$ cat config.mk
export PLATFORM = sky130hd
export DESIGN_NAME = prim_alert_link_skew
export DESIGN_NICKNAME = d
export VERILOG_FILES = /design/src/rtl/prim_alert_link_skew.sv
export SDC_FILE = /design/constraint.sdc
export NUM_CORES = 1
export LEC_CHECK = 0
export BUFFER_PORTS_ARGS = -buffer_cell sky130_fd_sc_hd__buf_2
export CAP_MARGIN = 5
export CORE_MARGIN = 2
export CORE_UTILIZATION = 42
export DETAILED_ROUTE_END_ITERATION = 16
export PLACE_DENSITY = 0.73
export SLEW_MARGIN = 10
export SYNTH_ARGS = -nofsm -noshare
export SYNTH_HDL_FRONTEND = slang
export SYNTH_SLANG_ARGS = --single-unit
$ cat constraint.sdc
create_clock -name clk_i -period 0.9 [get_ports clk_i]
set_input_delay 0 -clock clk_i [delete_from_list [all_inputs] [get_ports clk_i]]
set_output_delay 0 -clock clk_i [all_outputs]
set_load 0.005 [all_outputs]
$ cat src/rtl/prim_alert_link_skew.sv
// prim_alert_link_skew
//   Multi-channel model of the differential alert link that sits between
//   the alert sender and receiver arrays. Every wire of every channel is
//   delayed by a runtime-selectable 1..MaxSkew+1 cycles, and each output
//   can be inverted for error injection. An optional monitor flags pairs
//   that stay non-complementary longer than the skew budget and counts
//   those events.
//
//   Build option: define PRIM_ALERT_LINK_MONITOR_EN to build the monitor.
//   Without it, sigint_o and sigint_cnt_o are tied to 0 and clr_cnt_i is
//   ignored. Delay and injection behave the same in both builds.
//
//   Wire index w (used by skew_i and err_i):
//     0 .. 4N-1  : rx wires, channel c: 4c+3 ping_p, 4c+2 ping_n,
//                  4c+1 ack_p, 4c ack_n
//     4N .. 6N-1 : tx wires, channel c: 4N+2c+1 alert_p, 4N+2c alert_n
//   Even-indexed wires are n-wires (idle 1), odd ones are p-wires (idle 0).
//
// Ports
//   clk_i        clock
//   rst_ni       synchronous active-low reset
//   alert_rx_i   rx wires from the receivers      alert_rx_o  delayed, to senders
//   alert_tx_i   tx wires from the senders        alert_tx_o  delayed, to receivers
//   skew_i       per-wire skew code, skew_i[w*SkW +: SkW]; delay = code+1
//   err_i        per-wire XOR applied at the output
//   clr_cnt_i    clears all event counters
//   sigint_o     per-channel signal-integrity failure flag
//   sigint_cnt_o per-channel saturating event counters, CntW bits each
module prim_alert_link_skew #(
   parameter int NumAlerts = 4,
   parameter int MaxSkew   = 3,
   parameter int CntW      = 8,
   localparam int SkW      = (MaxSkew > 0) ? $clog2(MaxSkew + 1) : 1
) (
   input  logic                        clk_i,
   input  logic                        rst_ni,
   input  logic [4*NumAlerts-1:0]      alert_rx_i,
   output logic [4*NumAlerts-1:0]      alert_rx_o,
   input  logic [2*NumAlerts-1:0]      alert_tx_i,
   output logic [2*NumAlerts-1:0]      alert_tx_o,
   input  logic [6*NumAlerts*SkW-1:0]  skew_i,
   input  logic [6*NumAlerts-1:0]      err_i,
   input  logic                        clr_cnt_i,
   output logic [NumAlerts-1:0]        sigint_o,
   output logic [NumAlerts*CntW-1:0]   sigint_cnt_o
);

   localparam int NR = 4 * NumAlerts;
   localparam int NW = 6 * NumAlerts;
   localparam int D  = MaxSkew + 1;

   logic [NW-1:0] in_w, out_w;
   assign in_w = {alert_tx_i, alert_rx_i};

   // ---------------- per-wire delay lines ----------------
   for (genvar w = 0; w < NW; w++) begin : g_wire
      localparam logic RstVal = ((w % 2) == 0);
      logic [MaxSkew:0] sr_q, sr_d;
      logic [SkW-1:0]   code, tap;

      assign code = skew_i[w*SkW +: SkW];
      // Out-of-range codes use the deepest stage.
      assign tap  = (int'(code) > MaxSkew) ? SkW'(MaxSkew) : code;

      always_comb begin
         sr_d    = sr_q;
         sr_d[0] = in_w[w];
         for (int i = 1; i <= MaxSkew; i++) sr_d[i] = sr_q[i-1];
      end

      always_ff @(posedge clk_i) begin
         if (!rst_ni) sr_q <= {D{RstVal}};
         else         sr_q <= sr_d;
      end

      // Tap and injection are combinational so stress tests can switch
      // them on any cycle (data may be dropped or repeated).
      assign out_w[w] = sr_q[tap] ^ err_i[w];
   end

   assign alert_rx_o = out_w[NR-1:0];
   assign alert_tx_o = out_w[NW-1:NR];

`ifdef PRIM_ALERT_LINK_MONITOR_EN
   // ---------------- signal-integrity monitor ----------------
   localparam int EqW = $clog2(MaxSkew + 2);

   for (genvar c = 0; c < NumAlerts; c++) begin : g_mon
      // Pair order: 0 ack, 1 ping, 2 alert.
      logic [2:0]          pp, pn, fail;
      logic [2:0][EqW-1:0] eq_q, eq_d;
      logic                sig_q, sig_d, rise_q;
      logic [CntW-1:0]     cnt_q, cnt_d;

      assign pp = {out_w[NR+2*c+1], out_w[4*c+3], out_w[4*c+1]};
      assign pn = {out_w[NR+2*c],   out_w[4*c+2], out_w[4*c]};

      always_comb begin
         eq_d = '0;
         fail = '0;
         for (int j = 0; j < 3; j++) begin
            fail[j] = (eq_q[j] == EqW'(D));
            if (pp[j] == pn[j]) eq_d[j] = fail[j] ? eq_q[j] : eq_q[j] + 1'b1;
         end
         sig_d = |fail;
         // rise_q marks that sigint rose on the previous edge; a clear
         // in the same cycle wins and the event is lost.
         cnt_d = cnt_q;
         if (clr_cnt_i)                     cnt_d = '0;
         else if (rise_q && (cnt_q != '1))  cnt_d = cnt_q + 1'b1;
      end

      always_ff @(posedge clk_i) begin
         if (!rst_ni) begin
            eq_q   <= '0;
            sig_q  <= 1'b0;
            rise_q <= 1'b0;
            cnt_q  <= '0;
         end else begin
            eq_q   <= eq_d;
            sig_q  <= sig_d;
            rise_q <= sig_d & ~sig_q;
            cnt_q  <= cnt_d;
         end
      end

      assign sigint_o[c]                  = sig_q;
      assign sigint_cnt_o[c*CntW +: CntW] = cnt_q;
   end
`else
   logic unused_clr_cnt;
   assign unused_clr_cnt = clr_cnt_i;
   assign sigint_o       = '0;
   assign sigint_cnt_o   = '0;
`endif

endmodule

After elaboration in Yosys (flattened, before gate mapping)
Cells that the tools add are included.

Add/sub/neg operators: 0. $mul: 0. Divide/modulo/power cells: 0. Order comparisons: 24. Eq/ne operators: 0. Shifts and indexed selects: 0. Muxes and demuxes: 48. Bitwise operators: 24. Reductions and logical operators: 0.

Operators with widths (number): < comparator 2 x 3 -> 1 bit, second input constant (24); binary-select mux 1 bit (select 2 bit) (24); 2-to-1 mux 1 bit (24); bitwise XOR 1 bit (24).

Flip-flop bits (word level): 96. Bits in latches: 0. Bits in writable memories: 0. ROM bits: 0. Input bits: 99. Output and inout port bits: 60. Word-level logic and storage cells: 120. Memories: 0.

Depth between registers and ports, before layout
Depth in word-level cells: 3. Mapped depth: 3. Depth with buffers taken out: 2.

Least setup slack after synthesis
Ideal clock, no wire load.

Path type: reg2out. Start point: register g_wire[11].sr_q[2]. End point: output port alert_rx_o[11]. Arrival: 0.898 ns. Required time: 0.900 ns. Path slack: 0.002 ns. Cell stages (with the launch flop): 3. Path buffers: 0. Cell sequence: dfxtp_1 > mux4_2 > xor2_1.

Cells in the longest elaborated chain, start to end: 3.

Ends and longest elaborated chain: start: declaration (line 58) `logic [MaxSkew:0] sr_q, sr_d;`; start signal: assignment (line 72) `if (!rst_ni) sr_q <= {D{RstVal}};`; start signal: assignment (line 73) `else sr_q <= sr_d;`; binary-select mux 1 bit (select 2 bit) (line 78) `assign out_w[w] = sr_q[tap] ^ err_i[w];`; 2-to-1 mux 1 bit (not written as such) (line 78); bitwise XOR 1 bit (line 78); end: declaration (line 38) `output logic [4*NumAlerts-1:0] alert_rx_o,`.

Every way passes these cells. The select of a mux whose other input is x is not followed.

Worst setup path after layout
Start point: register g_wire[15].sr_q[0]. End point: output port alert_rx_o[15].

Cells in the longest elaborated chain, start to end: 3.

Ends and longest elaborated chain (line): start: declaration (58); start signal: assignment (72); start signal: assignment (73); binary-select mux 1 bit (select 2 bit) (78); 2-to-1 mux 1 bit (not written as such) (78); bitwise XOR 1 bit (78).

Every way passes these cells. The select of a mux whose other input is x is not followed.

==> reports/qor.yml <==
std_cell_core_area_um2: 8258
rsz0062_at_grt: "true"
holdPathStages: 3
placement.io_buffers: 121
worst_hold_slack_ps: 66.46
combinationalPowerShare_pct: 10.8
final_common_cell: "sky130_fd_sc_hd__buf_2"
maximum_vdd_drop_mv: 0.9569
yosys-top-cells-area: "sky130_fd_sc_hd__dfxtp_1 54%, sky130_fd_sc_hd__mux4_2 15%, sky130_fd_sc_hd__and2_1 8.4%"
cts_tree: "done"
routedWlPerCell_um: 11.95
report.final.hold_viol_count: 0
avgViaCountPerCell: 4.313
die-height_um: 96.47
timing.critical_path.required_ps: 900
synth_area_leader_cell: "sky130_fd_sc_hd__dfxtp_1"
timing.critical_path.slowest_stage_cell: "sky130_fd_sc_hd__mux4_2"
ys_seq_elements: 96
most-common-layout-cells: "121 x sky130_fd_sc_hd__buf_2, 79 x sky130_fd_sc_hd__dfxtp_1, 48 x sky130_fd_sc_hd__nand2b_1, 48 x sky130_fd_sc_hd__and2_1, 36 x sky130_fd_sc_hd__conb_1"
critPathMaxFanout: 2
worst-r2r-cell-count: 2
placed_area_um2: 4205
ys_types: 10
post_synth.cell_area_avg_um2: 12.51
fillerInstances: 707
clk_latency_worst_skew_pair_ps: 340
dp_cells: 505
design.die.area_um2: 9306
criticalPathCategory: "flop to output pin"
grt-ovfl-total: 0
holdCritPathClass: "primary input to flop"
slew_violations: 0
reg_to_reg_critical_path_startpoint: "g_wire[18].sr_q[1]"
cp_data_arrival_time_ps: 1420
gr-usage-all-layers_pct: 14.25
maxCapViolCount: 0
sequential_area_share_after_synthesis_pct: 53.52
first_pass_grt_wire_length_um: 10110
cts.sink_count: 96
fmax_mhz: 703.1
cell_internal_pwr_mw: 6.373
crit_path_cell_trace: "mux4_2 -> xor2_1 -> buf_2"
final_setup_margin_ps: -522.3
reg.largest.list: "g_wire.sr_q: 96 flops"
filler_free_cell_count_of_the_finished_design: 547
finalCritPeriodShare_pct: 158.0
p_sw_share_pct: 21.93
layout-drive-gt1-share_pct: 41.40
worstReg2RegEnd: "g_wire[18].sr_q[2]"
total_cts_buffers: 9
pwr-share-seq_pct: 54.6
finalPower_mw: 8.163
synthDominantCellAreaShare_pct: 53.52
final_antenna_net_count: 0
gp_congestion: 0.6556
hold-path-endpoint: "g_wire[6].sr_q[1]"
outcome: "complete, but fails checks"
top_register: "g_wire.sr_q"
worst_case_clock_skew_ps: 5.858
netlist_area_um2: 3591
cellLeakagePower_nw: 2.081
cell_class_contributing_the_biggest_share_of_worst_path_delay: "multiplexers"
worst_path_buffer_plus_inverter_count: 1
floorplan.initialDensity_pct: 43.48
setup_viol_count_final: 24
yosys_warnings: 0
power.net_switching_mw: 1.790
num_io_pins: 159
diodes: 0
critical_path.max_stage_delay_ps: 450
fin_area_um2: 4695
clk_transition_reported_paths_ps: 90
grt_antenna_before_repair: 0
largest_register_ffs: 96
drt-initial-drc-count: 27
regToRegSetupSlack_ps: 230
drt_pre_antenna_iters: 7
hpwl_reported_at_the_end_of_detailed_placement_um: 4768
ctsHtreeMaxLevel: 3
grt_max_degree: 36
rows: 33
final_core_util_pct: 56.85
syn-instance-count: 287
violations: "setup timing"
totalWireLength_um: 6537
setup.worst_path.start_class: "flop"
area_delta_synth_final_pct: 30.73
chipWidth_um: 96.47
finalNetCount: 537
clk_root_buffer_cell: "sky130_fd_sc_hd__clkbuf_8"
final_period_minus_worst_setup_slack_ps: 1422
cts_buffer_depth: 2
hold_path_startpoint: "rst_ni"
num_vias: 2359
critPathCaptureType: "output pin"
drt_drc_violations_left: 0
power.density_nw_per_um2: 1739
grt_pass1_vias: 2335
post-place-ws_ps: -159.1
setup-tns-final_ps: -11930
clock_power_share_pct: 34.6
[cell families after synthesis]
| family | count (synthesis) | synth area share (%) |
|---|---|---|
| xor+xnor | 24 | 5.854 |
| buf+inv | 46 | 8.746 |
| flops | 96 | 53.52 |
| mux | 24 | 15.05 |
| other cells | 1 | 0.1044 |
| simple gates | 96 | 16.72 |
[cell usage after synthesis, drive strengths merged]
master   n
dfxtp   96
and2    48
nand2b  48
buf     38
mux4    24
xor2    24
clkbuf   8
conb     1
[power groups by stage]
stage | logic, mW | registers [mW] | clock network (mW)
floorplan | 0.511 | 4.53 | 0
global placement | 0.786 | 4.55 | 0
detailed placement | 0.799 | 4.55 | 0
CTS | 0.888 | 4.46 | 2.94
global route | 0.993 | 4.48 | 3.09
finish | 0.882 | 4.46 | 2.82
[worst max-delay path by stage]
stage	startpoint	to	slack, ps	cells after the start
floorplan	g_wire[11].sr_q[2]	alert_rx_o[11]	2	2
global placement	g_wire[15].sr_q[2]	alert_rx_o[15]	-150	3
detailed placement	g_wire[15].sr_q[2]	alert_rx_o[15]	-160	3
CTS	g_wire[15].sr_q[0]	alert_rx_o[15]	-560	3
global route	g_wire[21].sr_q[2]	alert_tx_o[5]	-640	3
finish	g_wire[15].sr_q[0]	alert_rx_o[15]	-520	3
[cell type report]
cell class	count	area, µm²	share of cell area [%]
Multi-Input combinational cell	180	1486	31.66
Timing Repair Buffer	151	928.4	19.78
Tap cell	105	131.4	2.799
Clock buffer	11	151.4	3.225
Sequential cell	96	1943	41.39
Clock inverter	4	53.80	1.146
[tightest hold or removal path, delay by kind of cell]
| family | cells | cell delay (ps) |
|---|---|---|
| buffers and inverters | 2 | 310 |
| and+or+nand+nor | 1 | 60 |
[routing by layer]
metal	vias up	global-route usage [%]	part of all wire, %
li1	1162	-	-
met4	0	3.169	0.75
met2	111	24.07	46
met5	-	0	0
met3	5	5.508	8.9
met1	1081	17.29	44
[repair_timing]
item / CTS / global route
hold buffers: 24 / 0
hold endpoints to repair: 24 / 0
gates resized for setup: 3 / 14
setup buffers: 2 / 1
endpoints found under the setup margin: 24 / 24
Power figures use the tool's default switching activity.
